### src/rtl/regfile_write_arbiter.sv
// regfile_write_arbiter: owns the register bank write port, arbitrating pipeline writeback (A)
// against a long-latency unit (B), and tracks pending B destinations for issue hazards.
// Optional feature macro: RFARB_BYPASS_EN forwards the output-stage write instead of stalling.
`timescale 1ns/1ps
module regfile_write_arbiter #(
    parameter int unsigned DATA_WIDTH   = 32,
    parameter int unsigned STARVE_LIMIT = 4,
    parameter int unsigned CNT_WIDTH    = 3
) (
    input  logic                  clock,
    input  logic                  reset,
    input  logic                  aValid,
    output logic                  aReady,
    input  logic [4:0]            aRd,
    input  logic [DATA_WIDTH-1:0] aData,
    input  logic                  bValid,
    output logic                  bReady,
    input  logic [4:0]            bRd,
    input  logic [DATA_WIDTH-1:0] bData,
    input  logic                  issueValid,
    input  logic [4:0]            issueRd,
    input  logic [4:0]            rs1,
    input  logic [4:0]            rs2,
    output logic                  hazard1,
    output logic                  hazard2,
    output logic                  writeRegister,
    output logic [4:0]            rd,
    output logic [DATA_WIDTH-1:0] dataToWrite,
    output logic                  bypassValid1,
    output logic                  bypassValid2,
    output logic [DATA_WIDTH-1:0] bypassData1,
    output logic [DATA_WIDTH-1:0] bypassData2
);

    localparam int unsigned REG_W    = 5;
    localparam int unsigned NUM_REGS = 32;
    localparam logic [CNT_WIDTH-1:0] WAIT_LAST = CNT_WIDTH'(STARVE_LIMIT - 1);

    typedef enum logic [0:0] {
        NORMAL  = 1'b0,
        FORCE_B = 1'b1
    } state_t;

    typedef struct packed {
        logic [REG_W-1:0]      rd;
        logic [DATA_WIDTH-1:0] data;
    } wr_req_t;

    state_t                state_q, state_d;
    logic [CNT_WIDTH-1:0]  wait_q, wait_d;
    logic [NUM_REGS-1:0]   pending_q, pending_d;
    logic                  grant_a, grant_b;
    wr_req_t               win_req;
    logic                  win_write;
    logic                  out_we_q;
    wr_req_t               out_q;
    logic                  match1, match2;

    // State, starvation counter and scoreboard registers
    always_ff @(posedge clock) begin
        if (reset) begin
            state_q   <= NORMAL;
            wait_q    <= '0;
            pending_q <= '0;
        end else begin
            state_q   <= state_d;
            wait_q    <= wait_d;
            pending_q <= pending_d;
        end
    end

    // Arbitration FSM: A wins by default, B is forced after STARVE_LIMIT consecutive losses
    always_comb begin
        state_d = state_q;
        wait_d  = wait_q;
        aReady  = 1'b0;
        bReady  = 1'b0;
        grant_a = 1'b0;
        grant_b = 1'b0;
        if (!reset) begin
            case (state_q)
                NORMAL: begin
                    aReady = 1'b1;
                    if (aValid) begin
                        grant_a = 1'b1;
                    end else if (bValid) begin
                        grant_b = 1'b1;
                        bReady  = 1'b1;
                    end
                    if (grant_b) begin
                        wait_d = '0;
                    end else if (bValid) begin
                        wait_d = wait_q + CNT_WIDTH'(1);
                        if (wait_q == WAIT_LAST) begin
                            state_d = FORCE_B;
                        end
                    end
                end
                FORCE_B: begin
                    // A dropped B request simply returns to NORMAL without a write
                    bReady  = bValid;
                    grant_b = bValid;
                    state_d = NORMAL;
                    wait_d  = '0;
                end
                default: begin
                    state_d = NORMAL;
                    wait_d  = '0;
                end
            endcase
        end
    end

    // Winning request; x0 grants are accepted but never written
    always_comb begin
        win_req.rd   = grant_a ? aRd : bRd;
        win_req.data = grant_a ? aData : bData;
        win_write    = (grant_a || grant_b) && (win_req.rd != '0);
    end

    // Output stage: rd/data hold their last value when nothing is written
    always_ff @(posedge clock) begin
        if (reset) begin
            out_we_q <= 1'b0;
            out_q    <= '0;
        end else begin
            out_we_q <= win_write;
            if (win_write) begin
                out_q <= win_req;
            end
        end
    end

    // The write sitting in the output stage is suppressed while reset is high
    assign writeRegister = out_we_q && !reset;
    assign rd            = out_q.rd;
    assign dataToWrite   = out_q.data;

    // Scoreboard update: a new issue to the same register wins over a B clear
    always_comb begin
        pending_d = pending_q;
        if (grant_b) begin
            pending_d[bRd] = 1'b0;
        end
        if (issueValid && (issueRd != '0)) begin
            pending_d[issueRd] = 1'b1;
        end
        pending_d[0] = 1'b0;
    end

    always_comb begin
        match1 = writeRegister && (rd == rs1) && (rs1 != '0);
        match2 = writeRegister && (rd == rs2) && (rs2 != '0);
`ifdef RFARB_BYPASS_EN
        hazard1      = (rs1 != '0) && pending_q[rs1];
        hazard2      = (rs2 != '0) && pending_q[rs2];
        bypassValid1 = match1;
        bypassValid2 = match2;
        bypassData1  = dataToWrite;
        bypassData2  = dataToWrite;
`else
        hazard1      = (rs1 != '0) && (pending_q[rs1] || match1);
        hazard2      = (rs2 != '0) && (pending_q[rs2] || match2);
        bypassValid1 = 1'b0;
        bypassValid2 = 1'b0;
        bypassData1  = '0;
        bypassData2  = '0;
`endif
    end

endmodule

### config.mk
export PLATFORM = sky130hd
export DESIGN_NAME = regfile_write_arbiter
export DESIGN_NICKNAME = d
export VERILOG_FILES = /design/src/rtl/regfile_write_arbiter.sv
export SDC_FILE = /design/constraint.sdc
export NUM_CORES = 1
export LEC_CHECK = 0
export BUFFER_PORTS_ARGS = -buffer_cell sky130_fd_sc_hd__buf_2
export CAP_MARGIN = 25
export CORE_MARGIN = 2
export CORE_UTILIZATION = 40
export CTS_CLUSTER_SIZE = 10
export DETAILED_ROUTE_END_ITERATION = 7
export PLACE_DENSITY = 0.76
export SLEW_MARGIN = 5
export SYNTH_ARGS = -nofsm -noshare
export SYNTH_HDL_FRONTEND = slang
export SYNTH_SLANG_ARGS = --single-unit
### constraint.sdc
create_clock -name clock -period 1.9 [get_ports clock]
set_input_delay 0.095 -clock clock [delete_from_list [all_inputs] [get_ports clock]]
set_output_delay 0.095 -clock clock [all_outputs]
set_load 0.03 [all_outputs]
==> key figures, run 1 <==
Global route
  • GR peak layer: met2
  • Vias in the first global route: 3,884
  • Pin count of the biggest net entering global routing: 40
  • Met1 usage: 24.5%
  • GR Layer Usage met2: 31.7%
  • Met3 usage: 4.73%
  • GRT Total Usage: 19.0%
  • GR Overflow Total: 0
  • First-pass GRT wire length: 19,500 um
  • Initial antenna violation count: 2

Worst setup path
  • CP max-delay cell: mux4_2
  • Worst path cell trace: mux4_2, o2111a_1, o31ai_1, a21oi_1, buf_4
  • CP top delay family: compound AO/OA/AOI/OAI gates
  • Reg2reg path depth: 7
  • Worst Setup End Kind: output port
  • WS Path Type: reg2out
  • Critical Path RT: 1800 ps
  • Crit path launch type: flip-flop
  • WP depth: 5
  • Worst EP arrival: 1870 ps
  • Crit Path Max Fanout: 3
  • Worst path bufs/invs: 1
  • Max stage delay on crit path: 460 ps

Final layout
  • Cell Count, Final, Fillers Out: 807
  • Share of post-route cells with drive strength above 1: 42.5%
  • Synthesis-to-finish area growth: 23.5%
  • Final net count: 750

Floorplan
  • Die height: 114 um
  • DIE AREA: 0.0129 mm2
  • IO Pins: 202
  • Core area: 0.0119 mm2
  • Initial Util: 40.5%
  • # rows: 40
  • Chip Width: 114 um

Power and ir drop
  • Sw frac: 30.3%
  • P per Cell Area: 784 mW/mm2
  • Peak supply drop: 458 uV
  • Clk pwr share: 41.5%
  • Comb power frac: 22.9%
  • Switching power: 0.00141 W
  • LEAKAGE: 2.47 nW
  • Reg power frac: 35.7%
  • Total Power: 0.00467 W
  • Internal: 0.00325 W

Clock network
  • CTS root buffer: clkbuf_16
  • # clock sinks: 73
  • Clk Latency, worst-skew pair: 330 ps
  • CTS tree: built
  • CTS clock-pin slew for the worst setup and hold paths: 60 ps
  • CTS hold repair buffers: 0
  • Clk buf depth: 2
  • H-tree levels: 3
  • Clock buffer count from CTS: 9

Synth
  • Top cell type's share of synthesized area: 30.3%
  • Post-Synthesis Cells: 516
  • EDFF count, synth: 0
  • Synth Area per Inst: 9.34 um2
  • Synth cell types: 55
  • Seq/Total Area, Yosys: 30.3%
  • Synthesized area: 0.00482 mm2
  • Synth async-reset ratio: 0%
  • Area leader, netlist: dfxtp_1
  • Cell with the most instances after synthesis: dfxtp_1
  • Area contributors post-synth: dfxtp_1 (30%), buf_4 (10%), a211oi_2 (7.8%), mux2i_1 (7.7%), a21oi_2 (5.6%)
  • #FFs+latches synth: 73
  • Synth warn: 0
  • Synth top cells by count: dfxtp_1 (73), buf_4 (67), a21oi_1 (40)
  • Top_reg_cell synth: dfxtp_1

STA
  • Max-slew violations: 0
  • Skew final: 3.94 ps
  • Endpoints failing setup: 2
  • Part of the cycle the worst path needs: 103%
  • Period minus WS final: 1960 ps
  • Fmax: 0.510 GHz
  • Worst Setup Slack, final: -61.9 ps
  • Setup TNS: -116 ps
  • RSZ-0062 raised after global routing: yes
  • Slew HR: 51.8%
  • Hold violation count in the final report: 0
  • Worst-Margin Slew: 722 ps

Flow run
  • Max-cap violation count: 0

Hold path
  • Cell count of the worst hold path: 3
  • Worst min-delay path category: in2reg

Place
  • Placer Congestion: 0.841
  • Port bufs: 135
  • Cells after DPL: 784
  • Dpl hpwl: 9360 um

Route
  • Via Count: 4,196
  • # DRC: 0
  • DR pass1 iterations: 4
  • ANT nets after route: 0
  • Post-DR wirelength/cell: 15.9 um
  • Initial DRC Count: 329
  • Vias/cell: 5.20
  • Total wire length: 12,900 um

Status
  • Failing checks: negative setup slack
  • Status: complete, but fails checks
power by group through the flow:
stage	Sequential, W	Combinational, W	Clock [W]
3_3_place_gp	0.00169	0.00102	0
6_report	0.00167	0.00107	0.00194
4_1_cts	0.00166	0.00105	0.00195
5_1_grt	0.00167	0.00114	0.00203
2_1_floorplan	0.00181	0.000732	0
3_5_place_dp	0.00170	0.00104	0
through the flow:
stage	instance area, um2	worst slack, ps	hold WS [ps]	util [%]
global route	5950	-152	117	50.0
CTS	5850	-135	96.6	49.1
floorplan	5060	58.2	266	-
global placement	5440	-158	435	45.7
detailed placement	5460	-18.3	439	45.8
finish	5960	-61.9	105	50.0
cells in the final DEF, fill, tap and decap left out, drive strengths merged, types with 2 or more instances in the layout:
cell and count:
o21ai 34, a31oi 2, a211oi 35, or3b 3, nor2 13, mux4 11
dfxtp 73, xor2 4, nor2b 9, and3 3, nor3b 4, nand2b 3
nand3b 9, clkinv 2, buf 166, xnor2 6, mux2 10, a221oi 2
and2 2, a22oi 2, a21oi 71, conb 66, nand2 30, bufinv 3
mux2i 37, or4 3, o31ai 4, clkbuf 12, inv 3, ha 2
nor3 8, nand3 12
cell type report:
cell class | instances | area, um2
Antenna cell | 1 | 2.50
Sequential cell | 73 | 1470
Multi-Input combinational cell | 400 | 2960
Fill cell | 1115 | 5960
Clock inverter | 5 | 104
Clock buffer | 11 | 233
Inverter | 3 | 11.3
Tap cell | 147 | 184
Timing Repair Buffer | 167 | 987
worst reg2reg max path, delay by kind of cell (launching register included):
kind | cells | cell delay, ps
and+or+nand+nor | 1 | 270
muxes | 1 | 340
AOI/OAI and AO/OA | 3 | 440
buffers and inverters | 2 | 330
DFF | 1 | 330
final timing paths:
path | start | slack [ps] | end
worst min register to register | pending_q[7]$_SDFF_PP0_ | 500 | pending_q[7]$_SDFF_PP0_
worst max register to register | state_q$_SDFF_PP0_ | 70 | dataToWrite[24]$_SDFFE_PP0P_
worst max-delay path | pending_q[14]$_SDFF_PP0_ | -60 | hazard1
worst min-delay path | issueRd[4] | 100 | pending_q[17]$_SDFF_PP0_
repair_timing:
item                                    in CTS  in global routing
gates resized for setup                     12                 13
pin swaps                                    3                  8
endpoints found under the setup margin      16                 49
buffers inserted                             1                  4
gates cloned                                 0                  1
registers in the layout (all words and copies together) (netlist names):
name / count
wait_q: 3
out_we_q: 1
rd: 5
dataToWrite: 32
pending_q: 31
state_q: 1
cells by family (layout without fill, tap and decap cells):
family                     count (synthesis)  after routing  synth area share (%)
AOI/OAI and AO/OA                        157            157                  24.7
buffers and inverters                    108            186                  15.1
and+or+nand+nor                          107            107                  12.4
DFF                                       73             73                  30.3
muxes                                     58             58                  15.2
xor gates and xnor gates                  10             10                  1.82
adders and majority gates                  2              2                 0.519
other                                      1             67                0.0778
metal layers:
layer | vias to the layer above | wire length (um)
met1 | 1976 | 5500
met2 | 181 | 6160
li1 | 2029 | -
met5 | - | 0
met3 | 10 | 1060
met4 | 0 | 136
(Power assumes the default switching activity.)
==> run 2, diff against run 1 <==
- CORE_UTILIZATION: 40 -> 44
- PLACE_DENSITY: 0.76 -> 0.82
==> run 2 against run 1 <==
  * The flow still finishes with violations (negative setup slack)
  * Total power is 15% lower
  * Worst hold slack worse by 24 ps
  * Clock skew is 4.2 ps higher
  * Flip-flop and latch count stayed put
  * Register-to-register slack better by 20 ps
  * Critical path depth is 1 higher
  * Global-route usage is 2.4 points higher
  * Via count is 2.6% higher
  * Critical path type unchanged
  * Critical endpoint unchanged
  * Largest cell class unchanged
  * Largest power group is now sequential cells
==> key figures, run 2 (synthesis gave the netlist of run 1 again) <==
Global route
  • First-pass GRT wire length: 19,800 um
  • Pin count of the biggest net entering global routing: 35
  • Initial antenna violation count: 1
  • GRT Total Usage: 21.4%
  • GR Overflow Total: 0
  • Vias in the first global route: 4,038

Floorplan
  • DIE AREA: 0.0118 mm2
  • Die height: 109 um
  • # rows: 38
  • Chip Width: 109 um
  • Initial Util: 44.9%
  • Core area: 0.0107 mm2
  • IO Pins: 202

STA
  • Skew final: 8.14 ps
  • Worst-Margin Slew: 696 ps
  • Part of the cycle the worst path needs: 106%
  • Period minus WS final: 2020 ps
  • Fmax: 0.496 GHz
  • Min Hold Slack: 80.8 ps
  • Slew HR: 53.5%
  • RSZ-0062 raised after global routing: yes
  • Worst Setup Slack, final: -117 ps
  • Endpoints failing setup: 2
  • Max-slew violations: 0
  • Hold violation count in the final report: 0

Worst setup path
  • Reg-to-reg endpoint: dataToWrite[16]$_SDFFE_PP0P_
  • Worst R2R Start: state_q$_SDFF_PP0_
  • Crit path launch type: flip-flop
  • Crit Path Max Fanout: 3
  • Reg2reg setup slack: 90 ps
  • WS Path Type: reg2out
  • Worst Setup End Kind: output port
  • Critical Path RT: 1800 ps
  • Reg2reg path depth: 6
  • Worst EP arrival: 1920 ps

Route
  • Total wire length: 13,400 um
  • Vias/cell: 5.47
  • Post-DR wirelength/cell: 17.0 um
  • Initial DRC Count: 384
  • DR pass1 iterations: 5
  • ANT nets after route: 0
  • Via Count: 4,307
  • # DRC: 0

Final layout
  • Final net count: 738
  • Register Area: 0.00147 mm2
  • Fillcell total: 939
  • Cell Count, Final, Fillers Out: 788
  • Commonest non-fill, non-tap cell in the layout: buf_2
  • Multi-input logic area: 0.00298 mm2
  • Share of post-route cells with drive strength above 1: 41.6%
  • Commonest cells after routing, fill and taps aside: buf_2 (133), dfxtp_1 (68), conb_1 (66)
  • Synthesis-to-finish area growth: 18.0%
  • Max reg flops: 32
  • Fin util: 52.9%

Clock network
  • H-tree levels: 3
  • Clk buf depth: 2
  • CTS clock-pin slew for the worst setup and hold paths: 80 ps
  • # clock sinks: 73
  • CTS tree: built
  • CTS root buffer: clkbuf_8
  • Clk Latency, worst-skew pair: 350 ps
  • Clock buffer count from CTS: 9

Hold path
  • Worst Hold End: state_q$_SDFF_PP0_
  • Cell count of the worst hold path: 2
  • Hold Crit Start: aValid
  • Worst min-delay path category: in2reg

Power and ir drop
  • Peak supply drop: 414 uV
  • P per Cell Area: 695 mW/mm2
  • LEAKAGE: 2.31 nW
  • Internal: 0.00257 W
  • Total Power: 0.00396 W
  • Switching power: 0.00139 W
  • Comb power frac: 26.9%
  • Clk pwr share: 31.0%
  • Sw frac: 35.1%
  • Reg power frac: 42.1%

Status
  • Failing checks: negative setup slack
  • Status: complete, but fails checks

Place
  • Port bufs: 135
  • Cells after DPL: 770
  • Placer Congestion: 0.899
  • Dpl hpwl: 10000 um

Flow run
  • Max-cap violation count: 0
## run 2: cell types whose count changed in the layout (fill, tap and decap cells not counted), moves of 2 or more
cell        before  now
buf_4           28   19
clkinvlp_4       0    2
o31ai_1          3    1
o31ai_2          0    2
clkbuf_16       10    0
bufinv_16        3    1
a221oi_2         2    0
clkbuf_8         0    9
## run 2: power groups by stage
stage / Sequential [W] / Clock, W / Combinational [W]
detailed placement: 0.00170 / 0 / 0.00103
global route: 0.00167 / 0.00130 / 0.00114
finish: 0.00166 / 0.00123 / 0.00106
global placement: 0.00170 / 0 / 0.000997
CTS: 0.00166 / 0.00124 / 0.00104
floorplan: 0.00181 / 0 / 0.000732
## run 2: cell type report
cell class | count | area share [%]
multi-input cells | 400 | 52.3
clock buffers | 10 | 2.24
inverters | 3 | 0.198
diodes | 1 | 0.0440
clock inverters | 6 | 1.19
flip-flops and latches | 73 | 25.8
well taps | 140 | 3.08
repair buffers | 155 | 15.1
## run 2: worst max-delay path by stage
stage,depth (start not counted),slack (ps),endpoint,start
after floorplan,5,60,pending_q[20]$_SDFF_PP0_,state_q$_SDFF_PP0_
after global placement,5,-130,dataToWrite[16]$_SDFFE_PP0P_,state_q$_SDFF_PP0_
after detailed placement,8,70,pending_q[7]$_SDFF_PP0_,state_q$_SDFF_PP0_
after CTS,5,-90,hazard2,pending_q[13]$_SDFF_PP0_
after global routing,6,-180,hazard1,pending_q[6]$_SDFF_PP0_
final,6,-120,hazard1,pending_q[6]$_SDFF_PP0_
## run 2: stage by stage
stage | instance area, um2 | setup TNS (ps) | worst slack [ps]
floorplan | 5060 | 0 | 58.2
global placement | 5370 | -4070 | -133
detailed placement | 5390 | 0 | 72.8
CTS | 5610 | -168 | -91.1
global route | 5690 | -327 | -183
finish | 5690 | -213 | -117
## run 2: worst max-delay path, stage by stage (launching register included)
cell and delay [ps]:
dfxtp_1 380, mux4_2 250, inv_1 60, a2111oi_4 360, o31ai_2 100, a21oi_1 220, buf_4 210
## run 2: repair_timing
| item | CTS | global route |
|---|---|---|
| pin swaps | 0 | 3 |
| hold buffers | 0 | 0 |
| setup endpoints to repair | 2 | 20 |
| setup buffers | 0 | 1 |
| cloned | 0 | 0 |
| resized for setup | 10 | 12 |
## run 2: per-layer routing
layer / track usage, % / vias to the layer above / part of all wire (%)
met5: 0 / - / 0
met4: 9.80 / 0 / 2.6
met3: 4.18 / 41 / 8.0
met2: 37.5 / 261 / 51
met1: 25.2 / 2014 / 38
li1: - / 1991 / -
==> run 3, diff against run 2 <==
- TNS_END_PERCENT: default -> 30
==> run 3 against run 2 <==
  * Highest routed layer unchanged
  * Cell count decreased by 0.13%
  * Clock-buffer cell count unchanged
  * Largest power group unchanged
  * Register-to-register slack got worse by 20 ps
  * Clock skew about the same
  * The run still ends with negative setup slack left
==> key figures, run 3 (synthesis gave the netlist of run 1 again) <==
Status
  • Status: complete, but fails checks
  • Failing checks: negative setup slack

Floorplan
  • IO Pins: 202
  • Die height: 109 um
  • Chip Width: 109 um
  • Core area: 0.0107 mm2
  • DIE AREA: 0.0118 mm2
  • Initial Util: 44.9%
  • # rows: 38

Power and ir drop
  • Reg power frac: 42.1%
  • Comb power frac: 26.8%
  • Switching power: 0.00139 W
  • Internal: 0.00257 W
  • Clk pwr share: 31.1%
  • Total Power: 0.00395 W
  • Peak supply drop: 415 uV
  • P per Cell Area: 697 mW/mm2
  • Sw frac: 35.1%
  • LEAKAGE: 2.31 nW

Worst setup path
  • Critical Path RT: 1800 ps
  • WS Path Type: reg2out
  • Crit path launch type: flip-flop
  • Crit Path Max Fanout: 3
  • Worst EP arrival: 1910 ps
  • Worst Setup End Kind: output port

Clock network
  • CTS tree: built
  • Clock buffer count from CTS: 9
  • Clk Latency, worst-skew pair: 340 ps
  • # clock sinks: 73
  • CTS clock-pin slew for the worst setup and hold paths: 80 ps
  • CTS root buffer: clkbuf_8
  • CTS hold repair buffers: 0
  • H-tree levels: 3
  • Clk buf depth: 2

STA
  • Fmax: 0.498 GHz
  • Skew final: 8.50 ps
  • Endpoints failing setup: 2
  • Worst-Margin Slew: 660 ps
  • RSZ-0062 raised after global routing: yes
  • Part of the cycle the worst path needs: 106%
  • Setup TNS: -197 ps
  • Worst Setup Slack, final: -107 ps
  • Slew HR: 55.9%
  • Max-slew violations: 0
  • Min Hold Slack: 85.6 ps
  • Hold violation count in the final report: 0
  • Period minus WS final: 2010 ps

Global route
  • Vias in the first global route: 4,038
  • Initial antenna violation count: 1
  • GRT Total Usage: 21.4%
  • Pin count of the biggest net entering global routing: 35
  • First-pass GRT wire length: 19,800 um
  • GR Overflow Total: 0

Place
  • Port bufs: 135
  • Dpl hpwl: 10000 um
  • Area after DPL: 0.00539 mm2
  • Placer Congestion: 0.899

Final layout
  • Fin area: 0.00567 mm2
  • Commonest non-fill, non-tap cell in the layout: buf_2
  • Fillcell total: 943
  • Final net count: 738
  • N_diodes: 0
  • Commonest cells after routing, fill and taps aside: buf_2 (133), dfxtp_1 (69), conb_1 (66)
  • Max reg flops: 32
  • Share of post-route cells with drive strength above 1: 41.4%
  • Synthesis-to-finish area growth: 17.7%

Route
  • Vias/cell: 5.48
  • Initial DRC Count: 418
  • DR pass1 iterations: 5
  • Total wire length: 13,300 um
  • Post-DR wirelength/cell: 16.9 um
  • ANT nets after route: 0
  • # DRC: 0
  • Via Count: 4,314

Flow run
  • Max-cap violation count: 0

Hold path
  • Worst min-delay path category: in2reg
[run 3: cell count changes in the layout (fill, tap and decap cells not counted)]
| cell | previous run | this run |
|---|---|---|
| a21oi_2 | 30 | 31 |
| a21oi_4 | 1 | 0 |
| buf_6 | 1 | 0 |
| diode_2 | 1 | 0 |
| dfxtp_1 | 68 | 69 |
| buf_4 | 19 | 20 |
| dfxtp_2 | 5 | 4 |
[run 3: per-stage QoR]
stage / util (%) / instances / setup WS (ps)
floorplan: - / 581 / 58.2
global placement: 49.9 / 769 / -133
detailed placement: 50.1 / 770 / 72.8
CTS: 52.2 / 786 / -91.1
global route: 52.8 / 787 / -185
finish: 52.8 / 787 / -107
[run 3: layer usage]
metal  share of wire, %  track usage [%]
met5                  0                0
met4                2.7             9.80
met3                8.0             4.18
met2                 51             37.5
met1                 39             25.2
[run 3: power groups by stage]
stage	clock (W)	sequential, W	combinational, W
floorplan	0	0.00181	0.000732
global placement	0	0.00170	0.000997
detailed placement	0	0.00170	0.00103
CTS	0.00124	0.00166	0.00104
global route	0.00130	0.00167	0.00113
finish	0.00123	0.00166	0.00106
[run 3: area by class of cell]
cell class	count	area [um2]	share of cell area, %
clock buffer	10	128	2.25
clock inverter	6	67.6	1.19
inverter	3	11.3	0.199
multi-input combinational	400	2970	52.3
sequential	73	1470	25.8
tap	140	175	3.09
timing repair buffer	155	856	15.1
[run 3: timing repair]
| item | in CTS | in global routing |
|---|---|---|
| setup buffers | 0 | 1 |
| resized for setup | 9 | 10 |
| pin swaps | 0 | 2 |
| endpoints found under the setup margin | 2 | 20 |
| cloned | 0 | 0 |
[run 3: worst max-delay path, cell delays in order, from the launching register on]
cell	delay [ps]
dfxtp_1	380
mux4_2	240
inv_1	60
a2111oi_4	360
o31ai_2	100
a21oi_1	220
buf_4	210
[run 3: path summary, 6_finish.rpt]
kind,startpoint,endpoint,slack [ps],depth (start not counted)
setup / recovery,pending_q[4]$_SDFF_PP0_,hazard1,-110,6
hold / removal,aValid,state_q$_SDFF_PP0_,90,2
setup reg to reg,state_q$_SDFF_PP0_,dataToWrite[16]$_SDFFE_PP0P_,70,7
hold reg to reg,pending_q[27]$_SDFF_PP0_,pending_q[27]$_SDFF_PP0_,500,2
